===== src/rtl/bet_reader.sv =====
// Ticket-scanner front end: validates the four bet numbers, registers them for the
// checker and emits a settled scan strobe, with timeout abort and bet statistics.
module bet_reader #(
    parameter int TIMEOUT = 1000,
    parameter int TO_W    = 16
) (
    input  logic       clk,
    input  logic       reset,
    input  logic       num_valid,
    input  logic [4:0] num_in,
    output logic       num_ready,
    output logic [4:0] B1,
    output logic [4:0] B2,
    output logic [4:0] B3,
    output logic [4:0] B4,
    output logic [1:0] number,
    output logic       RD_ERR,
    output logic       scan,
    output logic       bet_done,
    output logic       bet_abort,
    output logic [7:0] bet_count,
    output logic [7:0] error_count
);
    typedef enum logic [1:0] {INIT, READY, SETUP, STROBE} state_t;

    localparam logic [TO_W-1:0] TO_LAST = TO_W'(TIMEOUT - 1);

    state_t          r_state, w_next;
    logic [1:0]      r_idx;
    logic [TO_W-1:0] r_to;
    logic [3:0][4:0] r_b;
    logic [1:0]      r_number;
    logic            r_err, r_abort;
    logic [7:0]      r_bc, r_ec;
    logic            w_xfer, w_expire, w_dup, w_invalid;

    always_ff @(posedge clk or posedge reset) begin
        if (reset) r_state <= INIT;
        else       r_state <= w_next;
    end

    always_comb begin
        w_next = r_state;
        case (r_state)
            INIT:    w_next = READY;
            READY:   if (w_xfer) w_next = SETUP;
            SETUP:   w_next = STROBE;
            STROBE:  w_next = READY;
            default: w_next = INIT;
        endcase
    end

    always_comb begin
        num_ready = (r_state == READY);
        scan      = (r_state == STROBE);
        bet_done  = (r_state == STROBE) && (r_idx == 2'd3);
    end

    assign w_xfer = num_valid && num_ready;

    // Only slots already written in this bet (below the current index) count as duplicates.
    always_comb begin
        w_dup = 1'b0;
        for (int k = 0; k < 3; k++)
            if (2'(k) < r_idx && r_b[k] == num_in) w_dup = 1'b1;
    end

    assign w_invalid = (num_in == 5'd0) || w_dup;
    assign w_expire  = (r_state == READY) && (r_idx != 2'd0) && !w_xfer && (r_to == TO_LAST);

    always_ff @(posedge clk or posedge reset) begin
        if (reset) begin
            r_idx    <= '0;
            r_to     <= '0;
            r_b      <= '0;
            r_number <= '0;
            r_err    <= 1'b0;
            r_abort  <= 1'b0;
            r_bc     <= '0;
            r_ec     <= '0;
        end else begin
            r_abort <= 1'b0;
            if (w_xfer) begin
                r_b[r_idx] <= num_in;
                r_number   <= r_idx;
                r_err      <= (r_idx == 2'd0) ? w_invalid : (r_err | w_invalid);
                r_to       <= '0;
            end else if (w_expire) begin
                r_abort <= 1'b1;
                r_err   <= 1'b1;
                r_idx   <= '0;
                r_to    <= '0;
                if (r_ec != 8'hFF) r_ec <= r_ec + 8'd1;
            end else if (r_state == READY && r_idx != 2'd0) begin
                r_to <= r_to + 1'b1;
            end
            if (r_state == STROBE) begin
                r_idx <= r_idx + 2'd1;
                if (r_idx == 2'd3) begin
                    if (r_err) begin
                        if (r_ec != 8'hFF) r_ec <= r_ec + 8'd1;
                    end else begin
                        if (r_bc != 8'hFF) r_bc <= r_bc + 8'd1;
                    end
                end
            end
        end
    end

    assign B1          = r_b[0];
    assign B2          = r_b[1];
    assign B3          = r_b[2];
    assign B4          = r_b[3];
    assign number      = r_number;
    assign RD_ERR      = r_err;
    assign bet_abort   = r_abort;
    assign bet_count   = r_bc;
    assign error_count = r_ec;
endmodule


===== config.mk =====
export PLATFORM = sky130hd
export DESIGN_NAME = bet_reader
export DESIGN_NICKNAME = d
export VERILOG_FILES = /design/src/rtl/bet_reader.sv
export SDC_FILE = /design/constraint.sdc
export NUM_CORES = 1
export LEC_CHECK = 0
export BUFFER_PORTS_ARGS = -buffer_cell sky130_fd_sc_hd__clkbuf_2
export CAP_MARGIN = 20
export CORE_MARGIN = 5
export CORE_UTILIZATION = 50
export DETAILED_ROUTE_END_ITERATION = 10
export HOLD_SLACK_MARGIN = 0.06
export PLACE_DENSITY = 0.75
export SLEW_MARGIN = 20
export SYNTH_ARGS = -nofsm -noshare
export SYNTH_HDL_FRONTEND = slang
export SYNTH_SLANG_ARGS = --single-unit

===== constraint.sdc =====
create_clock -name clk -period 1.85 [get_ports clk]
set_input_delay 0.2775 -clock clk [delete_from_list [all_inputs] [get_ports clk]]
set_output_delay 0.2775 -clock clk [all_outputs]
set_load 0.05 [all_outputs]

==> out/metrics.cfg, run 1 <==
[cells_and_area]
ff_latch_area_mm2 = 0.00150
multi_input_area_mm2 = 0.00152
n_antenna_cell = 0
final_util_pct = 63.7
area_growth_pct = 24.3
stdcell_area_mm2 = 0.00375
drive_above_1_share_pct = 38.3
finalNetCount = 352
fillers = 483

[sta]
tightest_slew_ns = 0.385
slew_viol_final = 0
fin_crit_ns = 1.77
skew_ns = 0.00640
fmaxAchievable_mhz = 564
fin_crit_sh_pct = 95.9
fin_ws_ns = 0.0761
tns_ns = 0
hold_viol = 0
hold_ws_ns = 0.230
relSlewSlack_pct = 74.4
setup_viol = 0

[placement]
hpwlAfterDp_um = 4530
dpl_worst_slack_ns = 0.0473
placed_area_mm2 = 0.00344
place_congestion = 0.805
placement.io_buffers = 50

[global_routing]
gr-total-overflow = 0
antenna_found_initial = 0
grt_max_degree = 31
grt_pass1_wl_um = 10500
grt_pass1_vias = 2216
grt_util_all_layers_pct = 17.7

[worst_setup_path]
crit_path_max_fanout = 4
end_kind = output pin
crit_arrival_ns = 1.50
cp.required_ns = 1.57
crit_path_start_kind = register
path_class = register to output pin

[logic_synthesis]
yosysTopAreaCellShare_pct = 49.8
avgSynthCellArea_um2 = 11.4
yosys-top-cells-count = 60 x dfrtp_1, 22 x mux2_2, 21 x nor2_1
ys_ff_latch = 60
yosysTopAreaCell = dfrtp_1
synth-edff-count = 0
yosysWarnings = 0
yosysSeqAreaShare_pct = 49.8
ys_types = 42
synth.most_common_cell = dfrtp_1
syn_area_mm2 = 0.00301
synth_area_leaders = dfrtp_1 50%, mux2_2 8.2%, xor2_1 5.5%
synthCells = 265
async_reset_ff_share_pct = 100
ys.flop_type = dfrtp_1
syn_nets = 283

[cts]
cts_buffers = 9
clk_pin_slew_ns = 0.07
root_buffer = clkbuf_8
cts_tree = done
cts.sinks = 60
htreeDepth = 3
clk-insertion-delay-late_ns = 0.34
clockBufferDepth = 2

[route]
drt_pass1_iterations = 4
routedWlPerCell_um = 14.7
wl_um = 6110
via_per_inst = 5.27
drtIter0Drc = 40
drc = 0
vias = 2183
postRouteAntennaNets = 0

[floorplanning]
pin_count = 51
die_x_um = 87.6
core_area_mm2 = 0.00589
initial_core_util_pct = 51.2
dieArea_mm2 = 0.00768
die_h_um = 87.6
rows = 28

[min_path]
min_path_type = input pin to register

[power_and_ir_drop]
p_leak_uw = 0.00180
power_density_mw_per_mm2 = 1720
vdd_drop_max_v = 0.00129

[run]
cap_violations = 0

[status]
outcome = finished clean

## routing by layer
layer	share of wire (%)	track usage (%)	vias to the layer above
li1	-	-	1069
met1	46	24.5	1052
met2	47	26.4	52
met3	6.2	6.11	10
met4	1.4	5.44	0
met5	0	0	-
## logic make-up after synthesis
family / Yosys count / synth area share (%)
simple gates: 90 / 17.3
flops: 60 / 49.8
xor+xnor: 37 / 10.8
compound gates: 27 / 6.14
mux: 25 / 9.46
buf+inv: 16 / 2.41
fa+ha+maj: 10 / 4.15
## power by group
group	switching (uW)	internal, uW
registers	372	1710
logic	2050	979
clock network	561	767
total	2990	3450
## critical path, stage by stage, from the launching register on
cell,delay (ns)
dfrtp_1,0.39
buf_4,0.15
ha_1,0.22
and2_4,0.17
clkbuf_2,0.23
## final cells by class
cell class	count	share of cell area, %
clock inverter	7	2.64
inverter	8	0.801
clock buffer	9	3.31
timing repair buffer	66	9.95
multi-input combinational	189	40.7
sequential	60	40.1
tap	75	2.50
## flip-flops by register name, indices dropped and copies added (netlist names)
register / count
B4: 5
r_state: 2
r_idx: 2
error_count: 8
r_to: 16
bet_count: 8
number: 2
B2: 5
RD_ERR: 1
B1: 5
B3: 5
bet_abort: 1
## per-stage QoR
stage,power [uW],cells
6_report,6440,414
5_1_grt,6860,414
4_1_cts,6420,411
3_5_place_dp,5070,394
3_3_place_gp,5020,394
2_1_floorplan,4350,265
## what timing repair did
item,4_1_cts,5_1_grt
setup buffers,0,3
hold endpoints to repair,60,0
gates resized for setup,0,11
hold buffers,1,0
endpoints found under the setup margin,0,7
## path summary, 6_finish.rpt
| kind | from | to | slack [ns] | depth (start not counted) |
|---|---|---|---|---|
| worst max-delay path | r_idx[0] | bet_done | 0.08 | 4 |
| worst min-delay path | num_valid | r_state[0] | 0.23 | 2 |
| worst max register to register | r_idx[0] | r_to[12] | 0.08 | 7 |
| worst min register to register | bet_count[7] | bet_count[7] | 0.50 | 1 |
| max in group asynchronous | reset | error_count[0] | 0.99 | 4 |
| min in group asynchronous | reset | B1[3] | 0.56 | 4 |
## cells in the final DEF, fill, tap and decap left out, types with 2 or more instances in the layout
| master | count |
|---|---|
| inv_6 | 2 |
| xnor2_1 | 18 |
| inv_2 | 3 |
| mux2_4 | 2 |
| o21ai_2 | 2 |
| mux2_2 | 22 |
| nand2b_1 | 3 |
| a21oi_1 | 6 |
| nor3_1 | 2 |
| ha_4 | 3 |
| o21ai_4 | 2 |
| and2_1 | 2 |
| ha_1 | 7 |
| nor2_1 | 21 |
| bufinv_16 | 2 |
| clkbuf_2 | 50 |
| buf_4 | 15 |
| dfrtp_1 | 58 |
| nand2_1 | 17 |
| and3_1 | 6 |
| xor2_1 | 19 |
| dfrtp_2 | 2 |
| inv_1 | 5 |
| nor4_4 | 3 |
| o31ai_1 | 3 |
| nand4_1 | 12 |
| clkbuf_8 | 9 |
| and4_1 | 2 |
| nand3_1 | 8 |
| o21ai_0 | 6 |
| nor2b_1 | 2 |
No activity file was read; power rests on OpenSTA's default activity.
==> run 2: changes to the inputs <==
Settings changed: ABC_AREA set to 1, CAP_MARGIN 20 to 15, CORE_UTILIZATION 50 to 51, PLACE_DENSITY 0.75 to 0.76.
==> run 2 against run 1 <==
Design area up 5.6%. Die area up 7.6%. Combinational power up 10%. Worst hold slack better by 0.0034 ns. Register-to-register slack better by 0.07 ns. Worst setup slack better by 0.012 ns. Flip-flop and latch count unchanged. Critical path type unchanged. Clock power down 17%. Core utilization down 1.3 points. Critical path depth up 1. Clock-buffer cell count up 1.
==> out/metrics.cfg, run 2 <==
[worst_setup_path]
crit_path_max_fanout = 4  ; unchanged
crit_arrival_ns = 1.48  ; was 1.50 ns
crit_path_start_kind = register  ; unchanged
end_kind = output pin  ; unchanged
path_class = register to output pin  ; unchanged
cp.required_ns = 1.57  ; about the same

[min_path]
min_path_type = input pin to register  ; unchanged

[sta]
fin_crit_sh_pct = 95.2  ; was 95.9%
skew_ns = 0.0150  ; was 0.00640 ns
tightest_slew_ns = 0.371  ; was 0.385 ns
slew_viol_final = 0  ; unchanged
fin_ws_ns = 0.0879  ; was 0.0761 ns
hold_viol = 0  ; unchanged
hold_ws_ns = 0.233  ; was 0.230 ns
setup_viol = 0  ; unchanged
relSlewSlack_pct = 75.1  ; was 74.4%
fmaxAchievable_mhz = 568  ; was 564 MHz
fin_crit_ns = 1.76  ; was 1.77 ns

[logic_synthesis]
yosysTopAreaCell = dfrtp_1  ; unchanged
yosysSeqAreaShare_pct = 45.0  ; was 49.8%
synthCells = 436  ; was 265
async_reset_ff_share_pct = 100  ; unchanged
synth-edff-count = 0  ; unchanged
synth_area_leaders = dfrtp_1 45%, nand2_1 14%, inv_1 6.3%  ; was dfrtp_1 50%, mux2_2 8.2%, xor2_1 5.5%
synth.most_common_cell = nand2_1  ; was dfrtp_1
avgSynthCellArea_um2 = 7.66  ; was 11.4 um2
ys_types = 30  ; was 42
ys_ff_latch = 60  ; unchanged
yosys-top-cells-count = 124 x nand2_1, 60 x dfrtp_1, 56 x inv_1  ; was 60 x dfrtp_1, 22 x mux2_2, 21 x nor2_1
syn_nets = 454  ; was 283
ys.flop_type = dfrtp_1  ; unchanged
syn_area_mm2 = 0.00334  ; was 0.00301 mm2
yosysWarnings = 0  ; unchanged
yosysTopAreaCellShare_pct = 45.0  ; was 49.8%

[placement]
hpwlAfterDp_um = 5780  ; was 4530 um
placement.io_buffers = 50  ; unchanged
dpl_worst_slack_ns = 0.120  ; was 0.0473 ns
placed_area_mm2 = 0.00374  ; was 0.00344 mm2
place_congestion = 0.970  ; was 0.805

[route]
via_per_inst = 5.19  ; was 5.27
vias = 3027  ; was 2183
drt_pass1_iterations = 5  ; was 4
drtIter0Drc = 136  ; was 40
postRouteAntennaNets = 0  ; unchanged
routedWlPerCell_um = 13.2  ; was 14.7 um
drc = 0  ; unchanged
wl_um = 7720  ; was 6110 um

[power_and_ir_drop]
vdd_drop_max_v = 0.00134  ; was 0.00129 V
power_density_mw_per_mm2 = 1680  ; was 1720 mW/mm2
p_leak_uw = 0.00202  ; was 0.00180 uW

[floorplanning]
die_x_um = 90.9  ; was 87.6 um
pin_count = 51  ; unchanged
dieArea_mm2 = 0.00827  ; was 0.00768 mm2
initial_core_util_pct = 52.6  ; was 51.2%
die_h_um = 90.9  ; was 87.6 um
rows = 29  ; was 28
core_area_mm2 = 0.00635  ; was 0.00589 mm2

[cts]
root_buffer = clkbuf_8  ; unchanged
clockBufferDepth = 2  ; unchanged
clk-insertion-delay-late_ns = 0.35  ; was 0.34 ns
htreeDepth = 3  ; unchanged
cts_tree = done  ; unchanged
cts.sinks = 60  ; unchanged
cts_buffers = 9  ; unchanged
clk_pin_slew_ns = 0.08  ; was 0.07 ns

[run]
cap_violations = 0  ; unchanged

[cells_and_area]
regMostFlops = r_to  ; unchanged
drive_above_1_share_pct = 20.0  ; was 38.3%
stdcell_area_mm2 = 0.00396  ; was 0.00375 mm2
layout_common_cells = 122 x nand2_1, 60 x dfrtp_1, 53 x inv_1  ; was 58 x dfrtp_1, 50 x clkbuf_2, 22 x mux2_2
final_common_cell = nand2_1  ; was dfrtp_1
largest_reg_flops = 16  ; unchanged
n_antenna_cell = 0  ; unchanged
area_growth_pct = 18.5  ; was 24.3%
finalNetCount = 519  ; was 352

[status]
outcome = finished clean  ; unchanged

[global_routing]
gr-total-overflow = 0  ; unchanged
grt_pass1_vias = 3004  ; was 2216
grt_max_degree = 45  ; was 31
grt_util_all_layers_pct = 20.1  ; was 17.7%
grt_pass1_wl_um = 13900  ; was 10500 um
antenna_found_initial = 0  ; unchanged

==> run 2: changes by cell type after synthesis, sizes merged, moves of 6 or more <==
| cell | before | now |
|---|---|---|
| nand2 | 19 | 133 |
| mux2 | 25 | 0 |
| and3 | 6 | 0 |
| o21ai | 10 | 37 |
| nor3 | 2 | 12 |
| nand3 | 10 | 33 |
| xor2 | 19 | 13 |
| nor2 | 22 | 45 |
| xnor2 | 18 | 4 |
| buf | 8 | 2 |
| inv | 8 | 58 |
==> run 2: critical path, cell delays in order, from the launching register on <==
cell and delay (ns):
dfrtp_1 0.38, buf_4 0.15, ha_1 0.21, nand2_2 0.11, clkinvlp_4 0.11, buf_6 0.16
==> run 2: metrics by stage <==
step	TNS [ns]	total power, uW	util [%]	std cells
CTS	0	6630	62.0	583
detailed placement	0	5510	58.9	566
finish	0	6630	62.3	583
global placement	0	5430	58.9	566
global route	-0.00471	7120	62.3	583
floorplan	0	4660	-	436
==> run 2: where the power goes <==
group          internal, uW  switching (uW)  total, uW
clock network           530             567       1100
registers              1750             449       2200
logic                   867            2470       3340
==> run 2: routing by layer <==
layer  global-route usage [%]  vias to the layer above  wire length, um
li1                         -                     1522                -
met5                        0                        -                0
met1                     26.5                     1415             3570
met3                     4.42                       11              451
met2                     32.1                       79             3590
met4                     8.44                        0              106
==> run 2: final cells by class <==
class / count / area (um2)
Fill cell: 578 / 2390
Multi-Input combinational cell: 314 / 1630
Sequential cell: 60 / 1500
Timing Repair Buffer: 57 / 324
Inverter: 59 / 225
Clock buffer: 10 / 138
Tap cell: 77 / 96.3
Clock inverter: 6 / 48.8
==> run 2: worst paths after layout <==
check                                start        endpoint  slack, ns  depth (start not counted)
min in group asynchronous            reset  error_count[1]       0.44                          3
worst max-delay path              r_idx[0]        bet_done       0.09                          5
worst min register to register       B4[1]           B4[1]       0.50                          2
max in group asynchronous            reset       number[0]       0.86                          4
worst max register to register  r_state[0]  error_count[5]       0.15                          9
worst min-delay path             num_valid      r_state[0]       0.23                          4
==> run 2: logic make-up after synthesis <==
logic type      count (synthesis)  share of synthesized area, %
simple gates                  241                          32.6
buf+inv                        62                          7.04
flops                          60                          45.0
compound gates                 45                          6.89
xor+xnor                       17                          4.46
fa+ha+maj                      10                          3.75
mux                             1                         0.300
==> run 2: repair_timing <==
item,in CTS,in global routing
gates cloned,0,0
resized for setup,2,7
endpoints found under the setup margin,1,18
hold endpoints to repair,16,0
buffers inserted,0,0
hold buffers,1,0
==> run 3: changes to the inputs <==
Settings changed: CELL_PAD_IN_SITES_DETAIL_PLACEMENT set to 0, CELL_PAD_IN_SITES_GLOBAL_PLACEMENT set to 1, CORE_UTILIZATION 51 to 38, GPL_TIMING_DRIVEN set to 0, PLACE_DENSITY 0.76 to not set, PLACE_DENSITY_LB_ADDON set to 0.08.
==> run 3 against run 2 <==
Maximum frequency increased by 1.4%. Sequential power about the same. Worst setup slack improved by 0.024 ns. Critical path depth increased by 4. Via count decreased by 2.7%. Worst hold slack got worse by 0.0085 ns. Global-route usage decreased by 4.1 points. Power increased by 2.7%. Final cell count increased by 5.7%. Register-to-register slack got worse by 0.04 ns. Non-clock buffer count increased by 2. Sequential share of layout area decreased by 0.77 points. Critical endpoint is now RD_ERR. Largest power group unchanged.
==> out/metrics.cfg, run 3 (synthesized netlist as in run 2, its figures left out) <==
[worst_setup_path]
crit_path_max_fanout = 5  ; was 4
cp.required_ns = 2.11  ; was 1.57 ns
end_kind = register  ; was output pin
path_class = register to register  ; was register to output pin
crit_path_start_kind = register  ; unchanged
r2r.worst_path.cells = 9  ; unchanged
crit_arrival_ns = 2.00  ; was 1.48 ns

[min_path]
whs_path_depth = 4  ; unchanged
min_path_type = input pin to register  ; unchanged

[cells_and_area]
area_growth_pct = 21.1  ; was 18.5%
largest_reg_flops = 16  ; unchanged
final_util_pct = 46.8  ; was 62.3%
drive_above_1_share_pct = 20.1  ; was 20.0%
finalNetCount = 522  ; was 519
finalNonFillerCells = 616  ; was 583
regMostFlops = r_to  ; unchanged
n_antenna_cell = 0  ; unchanged
fillers = 906  ; was 578
layout_common_cells = 122 x nand2_1, 59 x dfrtp_1, 53 x inv_1  ; was 122 x nand2_1, 60 x dfrtp_1, 53 x inv_1
final_common_cell = nand2_1  ; unchanged

[sta]
hold_viol = 0  ; unchanged
tightest_slew_ns = 0.494  ; was 0.371 ns
slew_viol_final = 0  ; unchanged
fin_crit_sh_pct = 93.9  ; was 95.2%
relSlewSlack_pct = 67.0  ; was 75.1%
tns_ns = 0  ; unchanged
fin_crit_ns = 1.74  ; was 1.76 ns
skew_ns = 0.00740  ; was 0.0150 ns
fmaxAchievable_mhz = 575  ; was 568 MHz
setup_viol = 0  ; unchanged
fin_ws_ns = 0.112  ; was 0.0879 ns

[global_routing]
gr-total-overflow = 0  ; unchanged
grt_pass1_vias = 2897  ; was 3004
grt_pass1_wl_um = 14400  ; was 13900 um
antenna_found_initial = 0  ; unchanged
grt_util_all_layers_pct = 16.0  ; was 20.1%
grt_max_degree = 48  ; was 45

[status]
outcome = finished clean  ; unchanged

[route]
drc = 0  ; unchanged
postRouteAntennaNets = 0  ; unchanged
drtIter0Drc = 156  ; was 136
vias = 2946  ; was 3027
drt_pass1_iterations = 4  ; was 5
wl_um = 8360  ; was 7720 um
routedWlPerCell_um = 13.6  ; was 13.2 um
via_per_inst = 4.78  ; was 5.19

[cts]
cts_tree = done  ; unchanged
htreeDepth = 3  ; unchanged
clk_pin_slew_ns = 0.07  ; was 0.08 ns
root_buffer = clkbuf_8  ; unchanged
clk-insertion-delay-late_ns = 0.33  ; was 0.35 ns
cts.sinks = 60  ; unchanged
clockBufferDepth = 2  ; unchanged
cts_buffers = 9  ; unchanged

[placement]
placement.io_buffers = 50  ; unchanged
hpwlAfterDp_um = 6190  ; was 5780 um
place_congestion = 0.841  ; was 0.970
placedCellCount = 595  ; was 566
dpl_worst_slack_ns = -0.0312  ; was 0.120 ns

[power_and_ir_drop]
vdd_drop_max_v = 0.000982  ; was 0.00134 V
p_leak_uw = 0.00205  ; was 0.00202 uW
power_density_mw_per_mm2 = 1680  ; about the same

[floorplanning]
dieArea_mm2 = 0.0108  ; was 0.00827 mm2
rows = 34  ; was 29
initial_core_util_pct = 38.7  ; was 52.6%
die_x_um = 104  ; was 90.9 um
pin_count = 51  ; unchanged
die_h_um = 104  ; was 90.9 um
core_area_mm2 = 0.00864  ; was 0.00635 mm2

[run]
cap_violations = 0  ; unchanged

run 3: changes by cell type in the layout (fill, tap and decap cells not counted), moves of 2 or more:
cell        before  now
clkinv_4         2    0
clkinvlp_4       4    2
clkinv_2         0    2
clkbuf_1         0    2
nand2_2          8   10
bufinv_16        0    2
run 3: where the power goes:
group / switching (uW) / leakage [uW] / total (uW) / internal, uW
Sequential: 437 / 0.000760 / 2190 / 1750
Clock: 522 / 0.000102 / 1270 / 747
Combinational: 2480 / 0.00119 / 3350 / 875
run 3: worst paths after layout:
check | from | to | slack, ns
setup / recovery | r_idx[0] | RD_ERR | 0.11
hold / removal | num_valid | r_state[0] | 0.22
setup reg to reg | r_idx[0] | RD_ERR | 0.11
hold reg to reg | B4[3] | B4[3] | 0.49
max in group asynchronous | reset | r_idx[1] | 0.92
min in group asynchronous | reset | bet_count[6] | 0.40
run 3: per-stage QoR:
| stage | total power, uW | hold slack, ns | area (um2) |
|---|---|---|---|
| finish | 6810 | 0.224 | 4040 |
| floorplan | 4660 | 0.447 | 3350 |
| detailed placement | 5490 | 0.212 | 3760 |
| global route | 7350 | 0.255 | 4040 |
| global placement | 5440 | 0.467 | 3730 |
| CTS | 6850 | 0.214 | 4000 |
run 3: final cells by class:
type | instances | area [um2] | area share [%]
Multi-Input combinational cell | 315 | 1640 | 40.5
Sequential cell | 60 | 1500 | 37.2
Timing Repair Buffer | 56 | 320 | 7.92
Inverter | 59 | 228 | 5.63
Tap cell | 108 | 135 | 3.34
Clock buffer | 10 | 128 | 3.16
Clock inverter | 5 | 77.6 | 1.92
Buffer | 3 | 16.3 | 0.402
run 3: metal layers:
layer	up-vias	wire, um	part of all wire [%]	global-route usage (%)
met4	0	112	1.3	5.55
met1	1366	4120	49	22.2
met2	46	3840	46	25.4
li1	1524	-	-	-
met5	-	0	0	0
met3	10	283	3.4	2.67
run 3: critical path, cell delays in order, from the launching register on:
cell and delay, ns:
dfrtp_1 0.39, inv_1 0.12, ha_2 0.24, nor2_4 0.15
inv_1 0.10, nor2_1 0.14, nand3_2 0.18, nand2_4 0.17
nor2_1 0.05, a21oi_1 0.12
run 3: repair_timing:
action                     CTS  global route
gates cloned                 0             1
resized for setup            3             6
pin swaps                    0             2
hold buffers                 1             0
setup buffers                2             2
hold endpoints to repair    13             0
setup endpoints to repair   12            28
